$ cat config.mk
export PLATFORM = sky130hd
export DESIGN_NAME = uart_full_duplex
export DESIGN_NICKNAME = d
export VERILOG_FILES = /design/src/rtl/uart_full_duplex.sv
export SDC_FILE = /design/constraint.sdc
export NUM_CORES = 1
export LEC_CHECK = 0
export ABC_AREA = 0
export ABC_CLOCK_PERIOD_IN_PS = 3050
export CAP_MARGIN = 20
export CORE_MARGIN = 2
export CORE_UTILIZATION = 29
export DETAILED_ROUTE_END_ITERATION = 8
export PLACE_DENSITY_LB_ADDON = 0.2
export SYNTH_ARGS = -nofsm -noshare
export SYNTH_HDL_FRONTEND = slang
export SYNTH_SLANG_ARGS = --single-unit
export TNS_END_PERCENT = 20
$ cat constraint.sdc
create_clock -name clk -period 3.05 [get_ports clk]
set_clock_uncertainty 0.15 [all_clocks]
set_input_delay 0.61 -clock clk [delete_from_list [all_inputs] [get_ports clk]]
set_output_delay 0.61 -clock clk [all_outputs]
set_load 0.005 [all_outputs]
$ cat src/rtl/uart_full_duplex.sv
// rtl/uart_full_duplex.sv - full-duplex 8N1 UART: independent transmitter and receiver on one clock
module uart_tx #(
    parameter int DIVISOR = 434
) (
    input  logic       clk,
    input  logic       rst_,
    input  logic       tx_start,
    input  logic [7:0] tx_data,
    output logic       tx_serial,
    output logic       tx_busy
);
    localparam int CW = (DIVISOR > 1) ? $clog2(DIVISOR) : 1;

    typedef enum logic [1:0] {TX_IDLE, TX_START, TX_DATA, TX_STOP} tx_state_t;

    tx_state_t      state, next_state;
    logic [CW-1:0]  count;
    logic [2:0]     bit_idx;
    logic [7:0]     shift;
    logic           baud_tick;

    // Tick marks the last clock of the current bit period.
    assign baud_tick = (state != TX_IDLE) && (count == CW'(DIVISOR - 1));

    always_ff @(posedge clk or negedge rst_) begin
        if (!rst_) state <= TX_IDLE;
        else       state <= next_state;
    end

    always_comb begin
        next_state = state;
        case (state)
            TX_IDLE:  if (tx_start) next_state = TX_START;
            TX_START: if (baud_tick) next_state = TX_DATA;
            TX_DATA:  if (baud_tick && bit_idx == 3'd7) next_state = TX_STOP;
            TX_STOP:  if (baud_tick) next_state = TX_IDLE;
            default:  next_state = TX_IDLE;
        endcase
    end

    always_comb begin
        tx_serial = 1'b1;
        tx_busy   = (state != TX_IDLE);
        case (state)
            TX_START: tx_serial = 1'b0;
            TX_DATA:  tx_serial = shift[bit_idx];
            default:  tx_serial = 1'b1;
        endcase
    end

    always_ff @(posedge clk or negedge rst_) begin
        if (!rst_) begin
            count   <= '0;
            bit_idx <= '0;
            shift   <= '0;
        end else if (state == TX_IDLE) begin
            count   <= '0;
            bit_idx <= '0;
            if (tx_start) shift <= tx_data;
        end else if (baud_tick) begin
            count <= '0;
            if (state == TX_DATA) bit_idx <= bit_idx + 3'd1;
        end else begin
            count <= count + CW'(1);
        end
    end
endmodule

module uart_rx #(
    parameter int DIVISOR = 434
) (
    input  logic       clk,
    input  logic       rst_,
    input  logic       rx_serial,
    output logic [7:0] rx_data,
    output logic       rx_valid,
    output logic       rx_error
);
    localparam int CW = (DIVISOR > 1) ? $clog2(DIVISOR) : 1;

    typedef enum logic [2:0] {RX_IDLE, RX_START, RX_DATA, RX_STOP, RX_WAIT_HIGH} rx_state_t;

    rx_state_t      state, next_state;
    logic [1:0]     sync;
    logic           line;
    logic [CW-1:0]  count;
    logic [2:0]     bit_idx;
    logic [7:0]     shift;
    logic           sample;
    logic           frame_good;
    logic           frame_bad;

    always_ff @(posedge clk or negedge rst_) begin
        if (!rst_) sync <= 2'b11;
        else       sync <= {sync[0], rx_serial};
    end
    assign line = sync[1];

    // Start bit is checked half a bit in; every later sample is a full bit apart, i.e. mid-bit.
    assign sample = ((state == RX_START) && (count == CW'(DIVISOR / 2 - 1))) ||
                    (((state == RX_DATA) || (state == RX_STOP)) && (count == CW'(DIVISOR - 1)));

    always_ff @(posedge clk or negedge rst_) begin
        if (!rst_) state <= RX_IDLE;
        else       state <= next_state;
    end

    always_comb begin
        next_state = state;
        case (state)
            RX_IDLE:      if (!line) next_state = RX_START;
            RX_START:     if (sample) next_state = line ? RX_IDLE : RX_DATA;
            RX_DATA:      if (sample && bit_idx == 3'd7) next_state = RX_STOP;
            RX_STOP:      if (sample) next_state = line ? RX_IDLE : RX_WAIT_HIGH;
            RX_WAIT_HIGH: if (line) next_state = RX_IDLE;
            default:      next_state = RX_IDLE;
        endcase
    end

    always_comb begin
        frame_good = (state == RX_STOP) && sample && line;
        frame_bad  = (state == RX_STOP) && sample && !line;
    end

    always_ff @(posedge clk or negedge rst_) begin
        if (!rst_) begin
            count    <= '0;
            bit_idx  <= '0;
            shift    <= '0;
            rx_data  <= '0;
            rx_valid <= 1'b0;
            rx_error <= 1'b0;
        end else begin
            rx_valid <= frame_good;
            rx_error <= frame_bad;
            if (frame_good || frame_bad) rx_data <= shift;
            if ((state == RX_START || state == RX_DATA || state == RX_STOP) && !sample)
                count <= count + CW'(1);
            else
                count <= '0;
            if (state == RX_START) bit_idx <= '0;
            if (state == RX_DATA && sample) begin
                bit_idx <= bit_idx + 3'd1;
                shift   <= {line, shift[7:1]};
            end
        end
    end
endmodule

module uart_full_duplex #(
    parameter int CLK_FREQ  = 50_000_000,
    parameter int BAUD_RATE = 115200
) (
    input  logic       clk,
    input  logic       rst_,
    input  logic       tx_start,
    input  logic [7:0] tx_data,
    input  logic       rx_serial,
    output logic       tx_serial,
    output logic [7:0] rx_data,
    output logic       rx_valid,
    output logic       rx_error,
    output logic       tx_busy
);
    localparam int DIVISOR = CLK_FREQ / BAUD_RATE;

    uart_tx #(.DIVISOR(DIVISOR)) my_uart_tx (
        .clk       (clk),
        .rst_      (rst_),
        .tx_start  (tx_start),
        .tx_data   (tx_data),
        .tx_serial (tx_serial),
        .tx_busy   (tx_busy)
    );

    uart_rx #(.DIVISOR(DIVISOR)) my_uart_rx (
        .clk       (clk),
        .rst_      (rst_),
        .rx_serial (rx_serial),
        .rx_data   (rx_data),
        .rx_valid  (rx_valid),
        .rx_error  (rx_error)
    );
endmodule

==> impl_metrics.csv <==
group,metric,value,unit
final_layout,n_antenna_cell,0,
timing,slew_headroom,0.518,
final_layout,most-common-layout-cells,"dfrtp_1, mux2_2, clkdlybuf4s50_1",
pwr,p_leak,1.51,nW
place,port_buffers,23,
place,gp_congestion,0.727,
worst_setup_path,worst-path-buf-inv,1,
cts,clk_latency,330,ps
global_routing,antenna_found_initial,0,
drt,wl_per_cell,12.4,um
timing,finalSetupViolCount,0,
worst_setup_path,critical_path.top_delay_family,"multiplexers",
worst_setup_path,cp-start-kind,"flop",
worst_setup_path,critical_path.max_stage_delay,530,ps
floorplanning,rows,35,
synthesis,avgSynthCellArea,12.5,um^2
pwr,swShare,0.264,
cts,cts_buffers,9,
timing,setup-tns-final,0,ps
cts,clock-sinks,57,
drt,drt-met1-wl,2190,um
outcome,status,"finished, final reports clean",
cts,clkTransAtPathRegs,70,ps
hold_path,hp-class,"flop to flop",
pwr,p_clk_frac,0.368,
floorplanning,die_w,100,um
pwr,peakVddDrop,0.000272,V
cts,cts_tree,"done",
cts,htreeDepth,3,
synthesis,seq_area_frac_synth,0.535,
drt,drc,0,
drt,highest_layer,"met4",
drt,detailedRoute.firstIterationViolations,63,
pwr,power_density,641,nW/um^2
global_routing,grt_pass1_vias,1685,
cts,cts_hold_buf,0,
synthesis,ys_seq_elements,57,
final_layout,fin_cells,361,
floorplanning,num_io_pins,24,
cts,cts_resized,0,
floorplanning,start_util,0.295,
place,place_inst,345,
synthesis,synth_flop_cell,"dfrtp_1",
worst_setup_path,crit_path_cell_trace,"mux4_2 > mux2i_1 > mux2i_1 > clkdlybuf4s50_1",
global_routing,grt_max_degree,58,
timing,period_share,0.903,
final_layout,area_growth,20.9,%
final_layout,drive_gt1_frac,0.240,
place,place_ws,611,ps
global_routing,grt_pass1_wl,7820,um
pwr,p_int,1.52,mW
timing,max_freq,363,MHz
cts,post_cts.repair.setup_buffers,0,
drt,met2_length,2050,um
place,dp_hpwl,2950,um
pwr,netSwitchingPower,546,uW
floorplanning,die-area,10000,um^2
floorplanning,coreArea,9060,um^2
worst_setup_path,path_max_fanout,4,
final_layout,layout_commonest_cell,"dfrtp_1",
synthesis,async_flop_share,1.00,
timing,post-route-min-period,2750,ps
timing,final_max_slew_viol_count,0,
worst_setup_path,cp-end-kind,"primary output",
worst_setup_path,crit_type,"flop to primary output",
timing,worstMarginPinSlew,723,ps
synthesis,synth.distinct_cells,38,
cts,clockRootBuffer,"clkbuf_8",
place,place_area,3020,um^2
final_layout,design_area,3230,um^2
timing,finalHoldViolCount,0,
worst_setup_path,slowest_stage,"mux4_2",
drt,vias_per_cell,4.45,
final_layout,nets,271,
global_routing,track_usage,0.0998,
synthesis,synth_cells,214,
synthesis,synth_edf_count,0,
synthesis,yosys_warnings,0,
synthesis,synth_area,2670,um^2
pwr,seqPwrFrac,0.443,
final_layout,fin_util,0.356,
synthesis,syn_nets,240,
cts,clock_path_buffers,2,
global_routing,grt_overflow,0,
timing,rsz0062_at_grt,"no",
timing,finalWorstSetupSlack,296,ps
drt,wl_met3,200,um
floorplanning,fp.dieH,100,um
pwr,combPwrFrac,0.188,
job,cap_violations,0,
drt,drt_pass1_iterations,6,
worst_setup_path,crit_path_frequent_cell,"mux2i_1",
worst_setup_path,cp.arrival,1990,ps
drt,final_antenna_net_count,0,
drt,via_count,1606,
drt,routed_wl,4480,um
worst_setup_path,critPathRequiredTime,2290,ps
## metrics by stage
stage	power [mW]	hold slack, ps
after global routing	2.20	214
final	2.07	207
after floorplan	1.19	164
after global placement	1.32	197
after detailed placement	1.33	199
after CTS	2.11	209
## synthesized netlist by cell type (4+ instances only)
cell type / n / area share
nor2_1: 18 / 0.025
xnor2_1: 8 / 0.026
nor2_2: 7 / 0.016
nand4_1: 4 / 0.0094
inv_1: 9 / 0.013
xor2_1: 7 / 0.023
dfrtp_1: 55 / 0.52
ha_1: 14 / 0.066
mux2_2: 26 / 0.11
nand2_1: 16 / 0.022
and4b_1: 4 / 0.015
nor3_1: 5 / 0.0094
nand3_1: 5 / 0.0094
mux2i_1: 5 / 0.019
## worst register-to-register path, cell delays in order, from the launching register on
cell and delay, ps:
dfrtp_1 410, inv_1 80, ha_1 130, and4b_1 240, and4b_1 570, mux2_2 410
## path summary, 6_finish.rpt
path / startpoint / endpoint / slack (ps) / depth (start not counted)
max reg2reg: my_uart_rx.count[1] / my_uart_rx.shift[6] / 950 / 5
max: my_uart_tx.bit_idx[0] / tx_serial / 300 / 4
min in group asynchronous: rst_ / my_uart_rx.rx_data[7] / 260 / 2
max in group asynchronous: rst_ / my_uart_rx.count[8] / 2000 / 2
min reg2reg: my_uart_rx.sync[0] / my_uart_rx.sync[1] / 210 / 0
min: my_uart_rx.sync[0] / my_uart_rx.sync[1] / 210 / 0
## cells by family after synthesis
logic type,count (synthesis),share of synthesized area
AO/OA/AOI/OAI,7,0.0201
XOR/XNOR,15,0.0492
adder cells (fa/ha/maj),14,0.0656
buffers and inverters,13,0.0215
flip-flops,57,0.535
multiplexers,33,0.145
AND/OR/NAND/NOR,75,0.163
## area by class of cell
| type | instances | area, um^2 |
|---|---|---|
| Tap cell | 111 | 139 |
| Clock buffer | 10 | 128 |
| Inverter | 9 | 33.8 |
| Timing Repair Buffer | 24 | 233 |
| Sequential cell | 57 | 1430 |
| Clock inverter | 6 | 82.6 |
| Multi-Input combinational cell | 144 | 1180 |
| Fill cell | 894 | 5840 |
## per-layer routing
layer,GRT usage,up-vias
met2,0.151,24
met1,0.130,774
met5,0,-
met3,0.0439,4
met4,0.0285,0
li1,-,804
## registers in the layout, summed over array words and instances, names as in the netlist
| name | cells |
|---|---|
| my_uart_tx.count | 9 |
| my_uart_rx.rx_error | 1 |
| my_uart_rx.bit_idx | 3 |
| my_uart_rx.count | 9 |
| my_uart_rx.rx_data | 8 |
| my_uart_rx.rx_valid | 1 |
| my_uart_tx.state | 2 |
| my_uart_rx.shift | 8 |
| my_uart_rx.sync | 2 |
| my_uart_tx.shift | 8 |
| my_uart_tx.bit_idx | 3 |
| my_uart_rx.state | 3 |
## power groups by stage
stage	Sequential [mW]	Clock (mW)	Combinational (mW)
6_report	0.917	0.762	0.390
3_3_place_gp	0.929	0	0.391
3_5_place_dp	0.934	0	0.396
5_1_grt	0.935	0.824	0.441
2_1_floorplan	0.913	0	0.278
4_1_cts	0.919	0.795	0.397
Power figures use the tool's default switching activity.
